### src/rtl/prog_loader.sv
// ---------------------------------------------------------------------------
// prog_loader
//
// Purpose:
//   Writer side of the core's instruction memory. Receives a framed program
//   image over a valid/ready byte stream, assembles little-endian 32-bit
//   words, writes them to consecutive instruction-memory word addresses and
//   holds the core in reset until the whole image has been written and its
//   checksum verified.
//
//   Frame on the wire (every multi-byte field is LSB first):
//     4 bytes  magic word (MAGIC)
//     4 bytes  N, number of payload words
//     4*N      payload bytes
//     1 byte   checksum = XOR of all payload bytes
//
// Parameters:
//   ADDR_WIDTH  instruction-memory word-address width (capacity 2**ADDR_WIDTH)
//   MAGIC       expected frame header value
//
// Ports:
//   clk           in   clock
//   rst           in   synchronous active-low reset
//   in_valid      in   byte source has data
//   in_ready      out  loader accepts a byte this cycle
//   in_data       in   byte value [7:0]
//   reload        in   single-cycle pulse, restarts loading from DONE or ERR
//   imem_wr_en    out  instruction-memory write strobe (one cycle per word)
//   imem_wr_addr  out  word address of the write [ADDR_WIDTH-1:0]
//   imem_wr_data  out  write data [31:0]
//   core_rst_n    out  registered active-low reset to the core pipeline
//   done          out  image loaded and verified
//   error         out  frame error (sticky until reload or rst)
// ---------------------------------------------------------------------------
module prog_loader #(
    parameter int          ADDR_WIDTH = 10,
    parameter logic [31:0] MAGIC      = 32'h4C564931
) (
    input  logic                  clk,
    input  logic                  rst,
    input  logic                  in_valid,
    output logic                  in_ready,
    input  logic [7:0]            in_data,
    input  logic                  reload,
    output logic                  imem_wr_en,
    output logic [ADDR_WIDTH-1:0] imem_wr_addr,
    output logic [31:0]           imem_wr_data,
    output logic                  core_rst_n,
    output logic                  done,
    output logic                  error
);

    // Word counter and stored length are one bit wider than the address so
    // that a full-memory image (N == 2**ADDR_WIDTH) can be represented.
    localparam int          CW        = ADDR_WIDTH + 1;
    localparam logic [32:0] MAX_WORDS = 33'(1) << ADDR_WIDTH;

    typedef enum logic [2:0] {
        S_MAGIC = 3'd0,
        S_LEN   = 3'd1,
        S_DATA  = 3'd2,
        S_CSUM  = 3'd3,
        S_DONE  = 3'd4,
        S_ERR   = 3'd5
    } state_t;

    state_t          r_state;
    state_t          w_state_nxt;

    logic [1:0]      r_byte_idx;
    logic [31:0]     r_shift;
    logic [CW-1:0]   r_len;
    logic [CW-1:0]   r_wcnt;
    logic [7:0]      r_csum;

    logic            r_wr_en;
    logic [ADDR_WIDTH-1:0] r_wr_addr;
    logic [31:0]     r_wr_data;
    logic            r_done;
    logic            r_error;
    logic            r_core_rst_n;

    logic            w_in_ready;
    logic            w_accept;
    logic            w_last_byte;
    logic [31:0]     w_word;
    logic [CW-1:0]   w_wcnt_inc;
    logic            w_reload;
    logic            w_len_bad;
    logic            w_len_zero;
    logic            w_done_nxt;
    logic            w_error_nxt;

    // The incoming byte enters at the top of the shift register, so after
    // four bytes the first one received sits in bits [7:0] (little-endian).
    assign w_word      = {in_data, r_shift[31:8]};
    assign w_accept    = in_valid && in_ready;
    assign w_last_byte = (r_byte_idx == 2'd3);
    assign w_wcnt_inc  = r_wcnt + CW'(1);
    assign w_reload    = reload && ((r_state == S_DONE) || (r_state == S_ERR));
    assign w_len_bad   = ({1'b0, w_word} > MAX_WORDS);
    assign w_len_zero  = (w_word == 32'd0);

    // -----------------------------------------------------------------------
    // FSM process 1: state register
    // -----------------------------------------------------------------------
    always_ff @(posedge clk) begin
        if (!rst) begin
            r_state <= S_MAGIC;
        end else begin
            r_state <= w_state_nxt;
        end
    end

    // -----------------------------------------------------------------------
    // FSM process 2: next-state logic
    // -----------------------------------------------------------------------
    always_comb begin
        w_state_nxt = r_state;
        case (r_state)
            S_MAGIC: begin
                if (w_accept && w_last_byte) begin
                    w_state_nxt = (w_word == MAGIC) ? S_LEN : S_ERR;
                end
            end
            S_LEN: begin
                if (w_accept && w_last_byte) begin
                    if (w_len_bad) begin
                        w_state_nxt = S_ERR;
                    end else if (w_len_zero) begin
                        w_state_nxt = S_CSUM;
                    end else begin
                        w_state_nxt = S_DATA;
                    end
                end
            end
            S_DATA: begin
                if (w_accept && w_last_byte && (w_wcnt_inc == r_len)) begin
                    w_state_nxt = S_CSUM;
                end
            end
            S_CSUM: begin
                if (w_accept) begin
                    w_state_nxt = (in_data == r_csum) ? S_DONE : S_ERR;
                end
            end
            S_DONE, S_ERR: begin
                if (reload) begin
                    w_state_nxt = S_MAGIC;
                end
            end
            default: w_state_nxt = S_MAGIC;
        endcase
    end

    // -----------------------------------------------------------------------
    // FSM process 3: output decode
    // The status flags are decoded from the next state and then registered,
    // so done/error/core_rst_n change on the same edge as the state and are
    // free of decode glitches.
    // -----------------------------------------------------------------------
    always_comb begin
        w_in_ready  = 1'b0;
        w_done_nxt  = 1'b0;
        w_error_nxt = 1'b0;
        case (r_state)
            S_MAGIC, S_LEN, S_DATA, S_CSUM: w_in_ready = 1'b1;
            default:                        w_in_ready = 1'b0;
        endcase
        w_done_nxt  = (w_state_nxt == S_DONE);
        w_error_nxt = (w_state_nxt == S_ERR);
    end

    // Reset is synchronous, so the state may still read as active while rst
    // is low; gating with rst keeps the source from being handshaken then.
    assign in_ready = rst && w_in_ready;

    // -----------------------------------------------------------------------
    // Datapath: byte assembly, length capture, checksum, write port, flags
    // -----------------------------------------------------------------------
    always_ff @(posedge clk) begin
        if (!rst) begin
            r_byte_idx   <= 2'd0;
            r_shift      <= 32'd0;
            r_len        <= '0;
            r_wcnt       <= '0;
            r_csum       <= 8'd0;
            r_wr_en      <= 1'b0;
            r_wr_addr    <= '0;
            r_wr_data    <= 32'd0;
            r_done       <= 1'b0;
            r_error      <= 1'b0;
            r_core_rst_n <= 1'b0;
        end else begin
            // Write strobe is a single-cycle pulse; address/data hold.
            r_wr_en <= 1'b0;

            if (w_reload) begin
                r_byte_idx <= 2'd0;
                r_shift    <= 32'd0;
                r_len      <= '0;
                r_wcnt     <= '0;
                r_csum     <= 8'd0;
            end else if (w_accept) begin
                case (r_state)
                    S_MAGIC: begin
                        r_byte_idx <= r_byte_idx + 2'd1;
                        r_shift    <= w_word;
                    end
                    S_LEN: begin
                        r_byte_idx <= r_byte_idx + 2'd1;
                        r_shift    <= w_word;
                        if (w_last_byte && !w_len_bad) begin
                            r_len  <= w_word[CW-1:0];
                            r_wcnt <= '0;
                        end
                    end
                    S_DATA: begin
                        r_byte_idx <= r_byte_idx + 2'd1;
                        r_shift    <= w_word;
                        r_csum     <= r_csum ^ in_data;
                        if (w_last_byte) begin
                            r_wr_en   <= 1'b1;
                            r_wr_addr <= r_wcnt[ADDR_WIDTH-1:0];
                            r_wr_data <= w_word;
                            r_wcnt    <= w_wcnt_inc;
                        end
                    end
                    default: begin
                        // CSUM byte is only compared; nothing to store.
                    end
                endcase
            end

            r_done       <= w_done_nxt;
            r_error      <= w_error_nxt;
            r_core_rst_n <= w_done_nxt;
        end
    end

    assign imem_wr_en   = r_wr_en;
    assign imem_wr_addr = r_wr_addr;
    assign imem_wr_data = r_wr_data;
    assign done         = r_done;
    assign error        = r_error;
    assign core_rst_n   = r_core_rst_n;

endmodule

### config.mk
export PLATFORM = sky130hd
export DESIGN_NAME = prog_loader
export DESIGN_NICKNAME = d
export VERILOG_FILES = /design/src/rtl/prog_loader.sv
export SDC_FILE = /design/constraint.sdc
export NUM_CORES = 1
export LEC_CHECK = 0
export CORE_AREA = 2 2 105 107
export CTS_CLUSTER_DIAMETER = 50
export DETAILED_ROUTE_END_ITERATION = 8
export DIE_AREA = 0 0 107 109
export GPL_ROUTABILITY_DRIVEN = 0
export PLACE_DENSITY = 0.68
export SYNTH_ARGS = -nofsm -noshare
export SYNTH_HDL_FRONTEND = slang
export SYNTH_SLANG_ARGS = --single-unit
### constraint.sdc
create_clock -name clk -period 2.05 [get_ports clk]
set_input_delay 0.615 -clock clk [delete_from_list [all_inputs] [get_ports clk]]
set_output_delay 0.615 -clock clk [all_outputs]
set_load 0.1 [all_outputs]
==> key figures <==
Logic synthesis
  • Seq/Total Area, Yosys: 45.1%
  • Ys async rst share: 0%
  • Post-synth top area share: 45.1%
  • Area fraction in compound gates after synthesis: 17.4%
  • Top FF cell, synth: dfxtp_1
  • Synthesized instance count: 564
  • Count of cell types in the netlist: 53
  • Largest family of logic cells by synthesized area: simple AND/OR/NAND/NOR gates
  • Dominant cell type by area after synthesis: dfxtp_1
  • Post-Synth XOR/XNOR Area: 5.88%
  • Number of flops mapped to enable cells by yosys: 0
  • Simple-gate share of the synthesized area: 24.1%
  • Syn_nets: 578
  • #FFs+latches synth: 104
  • Synthesized cell area: 0.00462 mm^2
  • Main area contributors after synthesis: dfxtp_1 (45%), nand2_1 (13%), a21boi_0 (7.3%)
  • Synthesized area per cell: 8.19 um^2
  • Adder-cell share of the synthesized area: 0.542%
  • Post-synthesis mux area share: 2.63%
  • Synth warn: 0

STA
  • Finish-stage setup viols: 2
  • Final worst slack: -0.0282 ns
  • Worst-margin pin slew: 0.447 ns
  • WHS: 0.482 ns
  • Slew Viols, Final: 0
  • Final Critical Period: 2.08 ns
  • Final Hold Viols: 0
  • RSZ-0062 raised after global routing: yes
  • FMAX: 0.481 GHz
  • Slew headroom: 70.0%
  • Final Cycle Share: 101%
  • Skew final: 0.0126 ns

Floorplanning
  • Die Wd: 107 um
  • IO Pins: 59
  • Core Box Area: 0.0106 mm^2
  • Die footprint: 0.0117 mm^2
  • Std-Cell Rows: 38
  • Initial Util: 43.5%
  • Die Ht: 109 um

Final layout
  • Layout net count: 666
  • Area Overhead vs Synth: 40.6%
  • Final Instance Area: 0.00649 mm^2
  • Layout cell share with drive strength beyond 1: 23.1%
  • Antenna diodes: 0
  • Final core occ: 61.2%

Clock network
  • Clk slew on worst S/H paths: 0.11 ns
  • Clk sinks: 104
  • Hold-fix buffers at CTS: 0
  • CTS tree: done
  • CTS Buf Count: 9
  • Clock root buffer: clkbuf_8
  • Clock tree buffer depth: 2
  • Worst-Skew Late Latency: 0.37 ns
  • H-tree level count: 3

Pwr
  • Cell leakage power: 2.31 nW
  • Overall Power: 3.61 mW
  • Max rail drop VDD: 0.000422 V
  • Pwr Density: 556 mW/mm^2

Global routing
  • First-pass GRT wire length: 20200 um
  • Vias in the first global route: 4193
  • Initial antenna violation count: 0
  • GR Overflow Total: 0
  • Largest net degree at the start of global routing: 34
  • Total GRT Usage: 21.8%

Critical path
  • CP max stage cell: or3b_4
  • Crit Path Class: reg2reg
  • CP Capture Type: flip-flop
  • Crit path arrival time: 2.34 ns
  • CP required: 2.31 ns
  • Largest stage delay on the critical path: 0.43 ns
  • Maximum fanout along the worst path: 3
  • Crit path cell chain: nor3_2 > nand4_1 > a211oi_2 > or3b_4 > a221oi_4 > a21boi_1
  • Critical path launch point type: flip-flop

Drt
  • Number of routed nets with antenna violations: 0
  • Drc violations: 0
  • Initial drt markers: 229
  • WL per Instance: 15.2 um
  • Via-per-instance ratio: 5.30
  • Via count: 4225
  • Routed WL: 12100 um
  • Pre-Repair DR Iteration Count: 5

Place
  • Placed Area: 0.00613 mm^2
  • Post-place setup slack: -0.715 ns
  • Port Buf Inserts: 58
  • Detail Placement HPWL: 8280 um

Job
  • Max cap viols: 0

Outcome
  • Failing checks: setup timing
  • Status: finished, violations left

Worst hold path
  • HP Class: reg2reg
-- critical path, delay by kind of cell (launching register included) --
kind | cells | cell delay (ns)
AND/OR/NAND/NOR | 3 | 0.93
flip-flops | 1 | 0.33
AO/OA/AOI/OAI | 3 | 0.69
-- what timing repair did --
| action | in CTS | in global routing |
|---|---|---|
| resized for setup | 29 | 12 |
| setup buffers | 2 | 1 |
| setup endpoints to repair | 60 | 20 |
| cloned | 3 | 0 |
| pin swaps | 12 | 14 |
-- stage by stage --
step,cells,TNS [ns]
global placement,777,-46.27
floorplan,564,-0.190
CTS,798,0
detailed placement,777,-49.15
finish,797,-0.0480
global route,797,-0.358
-- report_power, final --
part	total, mW	switching [mW]	leakage [nW]	internal, mW
Sequential	2.05	0.0157	0.840	2.03
Clock	1.33	0.748	0.106	0.581
Combinational	0.233	0.121	1.37	0.112
-- area by class of cell --
class | instances | area [um^2]
clock buffer | 9 | 124
clock inverter | 7 | 77.6
fill | 887 | 4110
inverter | 6 | 22.5
multi-input combinational | 414 | 2430
sequential | 104 | 2090
tap | 140 | 175
timing repair buffer | 117 | 1570
-- worst paths after layout --
| kind | startpoint | endpoint | slack, ns | depth (start not counted) |
|---|---|---|---|---|
| worst max-delay path | r_shift[20] | r_state[0] | -0.03 | 6 |
| worst min-delay path | r_byte_idx[1] | r_byte_idx[1] | 0.48 | 2 |
| worst min register to register | r_byte_idx[1] | r_byte_idx[1] | 0.48 | 2 |
| worst max register to register | r_shift[20] | r_state[0] | -0.03 | 6 |
-- state kept, by name, summed over array words and instances, names as in the netlist --
| register | flops |
|---|---|
| imem_wr_addr | 10 |
| r_shift | 24 |
| r_csum | 8 |
| r_len | 11 |
| imem_wr_en | 1 |
| core_rst_n | 1 |
| imem_wr_data | 32 |
| r_byte_idx | 2 |
| error | 1 |
| r_wcnt | 11 |
| r_state | 3 |
-- synth_stat cells, drive strengths merged (2+ instances only) --
| master | n |
|---|---|
| a311oi | 4 |
| or3 | 4 |
| a21oi | 36 |
| nand2b | 5 |
| nor3 | 10 |
| xnor2 | 18 |
| ha | 2 |
| dfxtp | 104 |
| xor2 | 13 |
| inv | 6 |
| o21ai | 9 |
| nand3 | 8 |
| mux2i | 11 |
| nand2 | 158 |
| nand4 | 7 |
| nor2b | 4 |
| a31oi | 5 |
| buf | 11 |
| and4 | 2 |
| nor2 | 40 |
| clkbuf | 29 |
| a211oi | 4 |
| a21boi | 46 |
| nand4b | 2 |
| o21a | 4 |
| nor4 | 5 |
-- routing by layer --
metal,vias up,GRT usage (%),part of all wire [%]
met5,-,0,0
met4,0,7.24,2.1
met3,22,4.90,5.0
met2,115,38.8,50
met1,2022,26.0,43
li1,2066,-,-
-- layout by cell type, fill, tap and decap left out, types with 2 or more instances in the layout --
master,n
nand2_1,158
dfxtp_1,100
buf_4,52
buf_12,50
a21boi_0,45
nor2_1,39
a21oi_1,35
xnor2_1,18
xor2_1,13
mux2i_1,11
clkbuf_8,9
nand3_1,8
o21ai_0,8
nand4_1,6
inv_1,6
nor3_1,6
dlygate4sd2_1,6
a31oi_1,5
nand2b_1,4
nor3_2,4
o21a_1,4
a311oi_1,4
dfxtp_2,4
or3_1,3
nor2b_1,3
nor4_4,2
a211oi_2,2
and4_1,2
a211oi_1,2
nor4_1,2
inv_6,2
clkinv_2,2
bufbuf_16,2
buf_6,2
-- cell families (layout without fill, tap and decap cells) --
| group | Yosys count | in the layout |
|---|---|---|
| xor+xnor | 31 | 31 |
| fa+ha+maj | 2 | 2 |
| compound gates | 117 | 117 |
| buf+inv | 46 | 139 |
| mux | 12 | 12 |
| flops | 104 | 104 |
| simple gates | 252 | 252 |
No activity file was read; power rests on OpenSTA's default activity.
